--- config.mk ---
export PLATFORM = sky130hd
export DESIGN_NAME = f_prefetch_top
export DESIGN_NICKNAME = d
export VERILOG_FILES = /design/src/rtl/f_prefetch_top.sv
export SDC_FILE = /design/constraint.sdc
export NUM_CORES = 1
export LEC_CHECK = 0
export ABC_AREA = 1
export CORE_MARGIN = 2
export CORE_UTILIZATION = 55
export DETAILED_ROUTE_END_ITERATION = 10
export HOLD_SLACK_MARGIN = 0.15
export PLACE_DENSITY_LB_ADDON = 0.15
export SETUP_SLACK_MARGIN = 0.4
export SLEW_MARGIN = 20
export SYNTH_ARGS = -nofsm -noshare
export SYNTH_HDL_FRONTEND = slang
export SYNTH_SLANG_ARGS = --single-unit
export TNS_END_PERCENT = 50
--- constraint.sdc ---
create_clock -name clock -period 9.7 [get_ports clock]
set_clock_uncertainty 0.1 [all_clocks]
set_input_delay 1.455 -clock clock [delete_from_list [all_inputs] [get_ports clock]]
set_output_delay 1.455 -clock clock [all_outputs]
set_load 0.02 [all_outputs]
--- src/rtl/f_prefetch_top.sv ---
// rtl/f_prefetch_top.sv - fetch stage with decoupling instruction queue and F/D register
//
// Fetches one instruction per non-stalled icache cycle into a DEPTH-entry FIFO.
// The F/D register drains the FIFO whenever the back end advances. A branch
// redirect flushes the FIFO and the F/D register and steers the PC.
//
// Ports:
//   clock         rising-edge clock
//   reset         asynchronous active-low reset
//   stall         hazard stall from decode
//   dcache_stall  data-cache miss stall
//   br_en         redirect request (held by execute until accepted)
//   br_addr       redirect target
//   ic_addr       fetch address (PC register)
//   ic_data       instruction at ic_addr, valid when ic_stall==0
//   ic_stall      icache miss
//   icache_stall  pass-through of ic_stall
//   fd_valid      F/D holds a real instruction
//   fd_pc         F/D program counter
//   fd_instr      F/D instruction
//   fq_count      queue occupancy
module f_prefetch_top #(
  parameter int XLEN = 32,
  parameter int DEPTH = 4,
  parameter logic [XLEN-1:0] RESET_PC = '0
) (
  input  logic                       clock,
  input  logic                       reset,
  input  logic                       stall,
  input  logic                       dcache_stall,
  input  logic                       br_en,
  input  logic [XLEN-1:0]            br_addr,
  output logic [XLEN-1:0]            ic_addr,
  input  logic [XLEN-1:0]            ic_data,
  input  logic                       ic_stall,
  output logic                       icache_stall,
  output logic                       fd_valid,
  output logic [XLEN-1:0]            fd_pc,
  output logic [XLEN-1:0]            fd_instr,
  output logic [$clog2(DEPTH):0]     fq_count
);

  localparam int PW = $clog2(DEPTH);
  localparam int CW = PW + 1;
  localparam logic [CW-1:0] FULL = CW'(DEPTH);

  logic [XLEN-1:0] pc_q;
  logic [PW-1:0]   rd_ptr;
  logic [PW-1:0]   wr_ptr;
  logic [CW-1:0]   count;
  logic [XLEN-1:0] q_pc    [DEPTH];
  logic [XLEN-1:0] q_instr [DEPTH];

  logic adv;
  logic br_take;
  logic pop;
  logic push;

  // icache_stall deliberately does not gate adv: an empty queue yields a bubble.
  assign adv     = !stall && !dcache_stall;
  assign br_take = br_en && adv;
  assign pop     = adv && !br_en && (count != '0);
  // A full queue may still accept a push when the head leaves this cycle.
  assign push    = !br_take && !ic_stall && ((count < FULL) || pop);

  assign ic_addr      = pc_q;
  assign icache_stall = ic_stall;
  assign fq_count     = count;

  always_ff @(posedge clock or negedge reset) begin
    if (!reset) begin
      pc_q     <= RESET_PC;
      rd_ptr   <= '0;
      wr_ptr   <= '0;
      count    <= '0;
      fd_valid <= 1'b0;
      fd_pc    <= '0;
      fd_instr <= '0;
    end else if (br_take) begin
      pc_q     <= br_addr;
      rd_ptr   <= '0;
      wr_ptr   <= '0;
      count    <= '0;
      fd_valid <= 1'b0;
      fd_pc    <= '0;
      fd_instr <= '0;
    end else begin
      if (push) begin
        pc_q   <= pc_q + XLEN'(4);
        wr_ptr <= wr_ptr + PW'(1);
      end
      if (pop) begin
        rd_ptr <= rd_ptr + PW'(1);
      end
      case ({push, pop})
        2'b10:   count <= count + CW'(1);
        2'b01:   count <= count - CW'(1);
        default: count <= count;
      endcase
      if (adv) begin
        if (pop) begin
          fd_valid <= 1'b1;
          fd_pc    <= q_pc[rd_ptr];
          fd_instr <= q_instr[rd_ptr];
        end else begin
          fd_valid <= 1'b0;
          fd_pc    <= '0;
          fd_instr <= '0;
        end
      end
    end
  end

  // Storage needs no reset: entries are only read when count says they are live.
  always_ff @(posedge clock) begin
    if (push) begin
      q_pc[wr_ptr]    <= pc_q;
      q_instr[wr_ptr] <= ic_data;
    end
  end

endmodule

[After elaboration in Yosys (flattened, before gate mapping)]
Memories as Yosys holds them, arrays and structs flattened.
Index checks and enable logic that the tools add are counted.
Storage, ports and cells
  memories: 2
  bits of input ports: 70
  bits in writable memories: 256
  register bits: 104
Memory list
  q_instr: words 4, width 32, read ports 1, clocked after memory_dff 0, write ports 1, line 52  | logic [XLEN-1:0] q_instr [DEPTH];
  q_pc: words 4, width 32, read ports 1, clocked after memory_dff 0, write ports 1, line 51  | logic [XLEN-1:0] q_pc [DEPTH];
Cells by class
  multiplexer cells: 19
  add/subtract/negate cells: 5
  magnitude comparators: 1
  equality and inequality tests: 2
  reduce and logical (&&, ||, !) cells: 17
Operators with widths (number)
  32-bit two-way mux: 8
  32-bit by 3-bit adder with 32-bit output, second input constant: 1
  2-bit two-way mux: 4
  1-bit logical AND: 6
  3-bit one-hot mux with 2 select lines: 1
  2-bit nonzero test: 3
  3-bit nonzero test: 2
  1-bit logical NOT: 5
  1-bit two-way mux: 5
  2-bit by 1-bit adder with 2-bit output, second input constant: 2
  3-bit by 1-bit adder with 3-bit output, second input constant: 1
  3-bit < comparator, second input constant: 1
  3-bit two-way mux: 1
  3-bit by 1-bit subtractor with 3-bit output, second input constant: 1
  2-bit by 1-bit equality test with 1-bit output, second input constant: 1
  2-bit equality test, second input constant: 1
  1-bit logical OR: 1

[Longest topological paths before layout]
  word-level depth: 9
  depth in mapped cells: 13
  mapped depth without buffers: 13

[Worst setup path after synthesis]
Ideal clock, no wire load.
  kind: input port to flip-flop
  from: in dcache_stall
  to: mem q_instr[0][0] (enable)
  arrival time: 4792 ps
  library setup time: 486 ps
  path slack: 4321 ps
  stages: 6
  cell sequence: inv_1 -> nand2_2 -> a21oi_1 -> nand2_2 -> buf_4 -> nor2_1
Between the ends
  cells in the longest elaborated chain, start to end: 8
  elaborated cells between the ends (all ways): 11
  those cells by class: 2 x mux; 9 x reduce/logical
Ends and longest elaborated chain
  start: declaration: line 30  | input logic dcache_stall,
  1-bit logical NOT (*): line 60  | assign adv = !stall && !dcache_stall;
  1-bit logical AND (*): line 60
  1-bit logical AND (on tied branches): line 61, 62
  1-bit logical NOT / 1-bit logical AND (equally long branches): line 64, 62
  1-bit logical AND / 1-bit logical OR (equally long branches): line 64  | assign push = !br_take && !ic_stall && ((count < FULL) || pop);
  1-bit logical AND (*): line 64
  1-bit two-way mux (*): line 116  | if (push) begin
  1-bit two-way mux (implied by the code) (*): line 118  | q_instr[wr_ptr] <= ic_data;
  end: declaration: line 52
Every way passes the cells marked *; elsewhere a longest branch is shown, timed or not.

[Worst setup path after layout]
  from: in dcache_stall
  to: mem q_instr[3][8] (enable)
Same word-level chain as after synthesis.

==> flow_metrics.tcl <==
set metrics [dict create \
    status "finished clean" \
    maxSlewHeadroom 0.284 \
    drtPass1Iterations 5 \
    internal_power_mw 3.43 \
    grt_pass1_wl_mm 51.1 \
    die_h_um 167 \
    clock-sinks 360 \
    p_leak_nw 6.54 \
    cts_resized 0 \
    grt_usage 0.232 \
    rsz0062_at_grt "no" \
    io_pins 171 \
    synth_cell_types 35 \
    nFillCells 1860 \
    endpoint_kind "flop" \
    die_x_um 167 \
    ant_nets 0 \
    numCtsBuffers 36 \
    drt-wirelength-per-cell_um 18.9 \
    layout_min_cycle_time_ps 5040 \
    final_nets 1436 \
    core-area_sq_um 26100 \
    power.share.switching 0.341 \
    register_area_sq_um 10300 \
    ys_seq_area_frac 0.707 \
    setup_viol 0 \
    dieArea_sq_um 27800 \
    place.port_buffers 170 \
    gp_congestion 0.918 \
    p_comb_frac 0.299 \
    row_count 59 \
    drive_gt1_frac 0.0671 \
    n_antenna_cell 0 \
    start_util 0.559 \
    hpwl_mm 18.7 \
    cp.required_ps 9720 \
    drt_iter0_markers 872 \
    routed_wl_mm 32.5 \
    hp-class "flop to flop" \
    synthesis.area_sq_um 14600 \
    p_sw_mw 1.77 \
    root_buffer "clkbuf_16" \
    drc 0 \
    critPathLaunchType "input pin" \
    fin_util 0.672 \
    cap_violations 0 \
    slew_violations 0 \
    clk_path_buf_depth 3 \
    grt_pass1_vias 9479 \
    ctsHoldBuffers 0 \
    grt_max_degree 78 \
    area_delta_synth_final_pct 20.3 \
    num_vias 9949 \
    yosysWarnings 0 \
    layout.cells.non_filler 1721 \
    viasPerCell 5.78 \
    clock.fmax_mhz 199 \
    htreeDepth 2 \
    finalHoldViolCount 0 \
    synth_fp_nets 1286 \
    synthCells 1210 \
    post_cts_buffers 0 \
    placedCellCount 1657 \
    clk_pin_slew_worst_paths_ps 60 \
    critical_path.max_fanout 67 \
    finalCritPeriodShare 0.519 \
    p_seq_frac 0.450 \
    synth-seq-cells 360 \
    vdd_drop_max_uv 177 \
    gr-total-overflow 0 \
    critPathKind "input pin to flop" \
    tightest_slew_ps 1070 \
    antenna_found_initial 0 \
    clk_latency_ps 510 \
    cts_tree "yes" \
    p_clk_frac 0.252 \
    arrival_ps 5060 \
    avgSynthCellArea_sq_um 12.0 \
    multiInputGateArea_sq_um 3720 \
    final.setup.tns_ps 0 \
    powerDensity_nw_per_um2 297 \
]
-- cells in the final DEF (no fill, tap or decap), types with 6 or more instances in the layout --
| master | instances |
|---|---|
| dfrtp_1 | 102 |
| nand2_1 | 160 |
| o21ai_1 | 28 |
| nand3_1 | 37 |
| buf_4 | 10 |
| o21ai_0 | 125 |
| clkbuf_16 | 37 |
| nor2_1 | 191 |
| edfxtp_1 | 256 |
| o22ai_1 | 68 |
| a22o_1 | 64 |
| clkdlybuf4s50_1 | 169 |
| clkinv_2 | 7 |
| inv_1 | 45 |
| a21oi_1 | 8 |
| nor2_2 | 6 |
| clkbuf_1 | 10 |
| nor2_4 | 6 |
-- path summary, 6_finish.rpt --
check	start	to	slack, ps	cells after the start
setup / recovery	dcache_stall	q_instr[3][8]$_DFFE_PP_	4660	7
hold reg to reg	fd_valid$_DFFE_PN0P_	fd_valid$_DFFE_PN0P_	400	2
setup reg to reg	fq_count[2]$_DFFE_PN0P_	q_instr[3][8]$_DFFE_PP_	6290	4
max in group asynchronous	reset	rd_ptr[0]$_DFFE_PN0P_	7320	2
min in group asynchronous	reset	fd_instr[25]$_DFFE_PN0P_	890	1
hold / removal	fd_valid$_DFFE_PN0P_	fd_valid$_DFFE_PN0P_	400	2
-- final cells by class --
class                      count  share of cell area
sequential                   360               0.588
multi-input combinational    730               0.213
timing repair buffer         179               0.101
clock buffer                  48              0.0558
tap                          335              0.0239
inverter                      53              0.0118
clock inverter                16             0.00736
-- metrics by stage --
step	power, mW	setup slack (ps)	hold slack, ps	cell area, sq um
after floorplan	3.28	4320	476	14600
after global placement	3.89	4250	376	16400
after detailed placement	3.92	4170	384	16400
after CTS	5.23	4700	402	17500
after global routing	5.47	4430	418	17500
final	5.20	4660	396	17500
-- power groups by stage --
stage,clock (mW),combinational [mW],sequential (mW)
after CTS,1.33,1.57,2.34
final,1.31,1.55,2.34
after global routing,1.38,1.70,2.38
after global placement,0,1.53,2.35
after floorplan,0,0.831,2.45
after detailed placement,0,1.55,2.37
-- logic make-up (layout without fill, tap and decap cells) --
logic type	count (synthesis)	in the layout	synth area share
simple gates	418	418	0.117
fa+ha+maj	6	6	0.00567
compound gates	304	304	0.129
buf+inv	120	296	0.0400
flops	360	360	0.707
xor+xnor	2	2	0.00120
-- routing by layer --
metal,up-vias,share of wire,GRT usage
li1,4629,-,-
met1,4856,0.43,0.333
met2,414,0.48,0.377
met3,50,0.068,0.0333
met4,0,0.019,0.0648
met5,-,0,0
-- critical path, cell delays in order --
cell             delay (ps)
clkdlybuf4s50_1         430
inv_1                   100
nand2_4                 420
a21oi_1                1030
nand2_2                 590
nor2_4                  200
buf_4                   760
-- cell usage after synthesis (all sizes together) --
| library cell | count | share of area |
|---|---|---|
| o211a | 1 | 0.00069 |
| xnor2 | 2 | 0.0012 |
| nand4 | 2 | 0.00086 |
| nor2 | 204 | 0.056 |
| edfxtp | 256 | 0.53 |
| o22ai | 68 | 0.029 |
| nand3 | 38 | 0.013 |
| clkbuf | 33 | 0.0085 |
| o211ai | 3 | 0.0015 |
| buf | 34 | 0.018 |
| dfrtp | 104 | 0.18 |
| nand2 | 166 | 0.044 |
| a31oi | 4 | 0.0017 |
| nor3 | 5 | 0.0017 |
| fa | 1 | 0.0014 |
| or2 | 3 | 0.0013 |
| o21bai | 1 | 0.0013 |
| a211oi | 1 | 0.00052 |
| a22oi | 1 | 0.00052 |
| a22o | 64 | 0.038 |
| a21oi | 8 | 0.0027 |
| o21ai | 153 | 0.053 |
| inv | 53 | 0.014 |
| ha | 5 | 0.0043 |
-- sequential cells by signal, summed over array words and instances, names as in the netlist --
register / count
q_instr: 128
q_pc: 128
fd_instr: 32
fd_pc: 32
ic_addr: 32
fq_count: 3
rd_ptr: 2
wr_ptr: 2
fd_valid: 1
(Power assumes the default switching activity.)
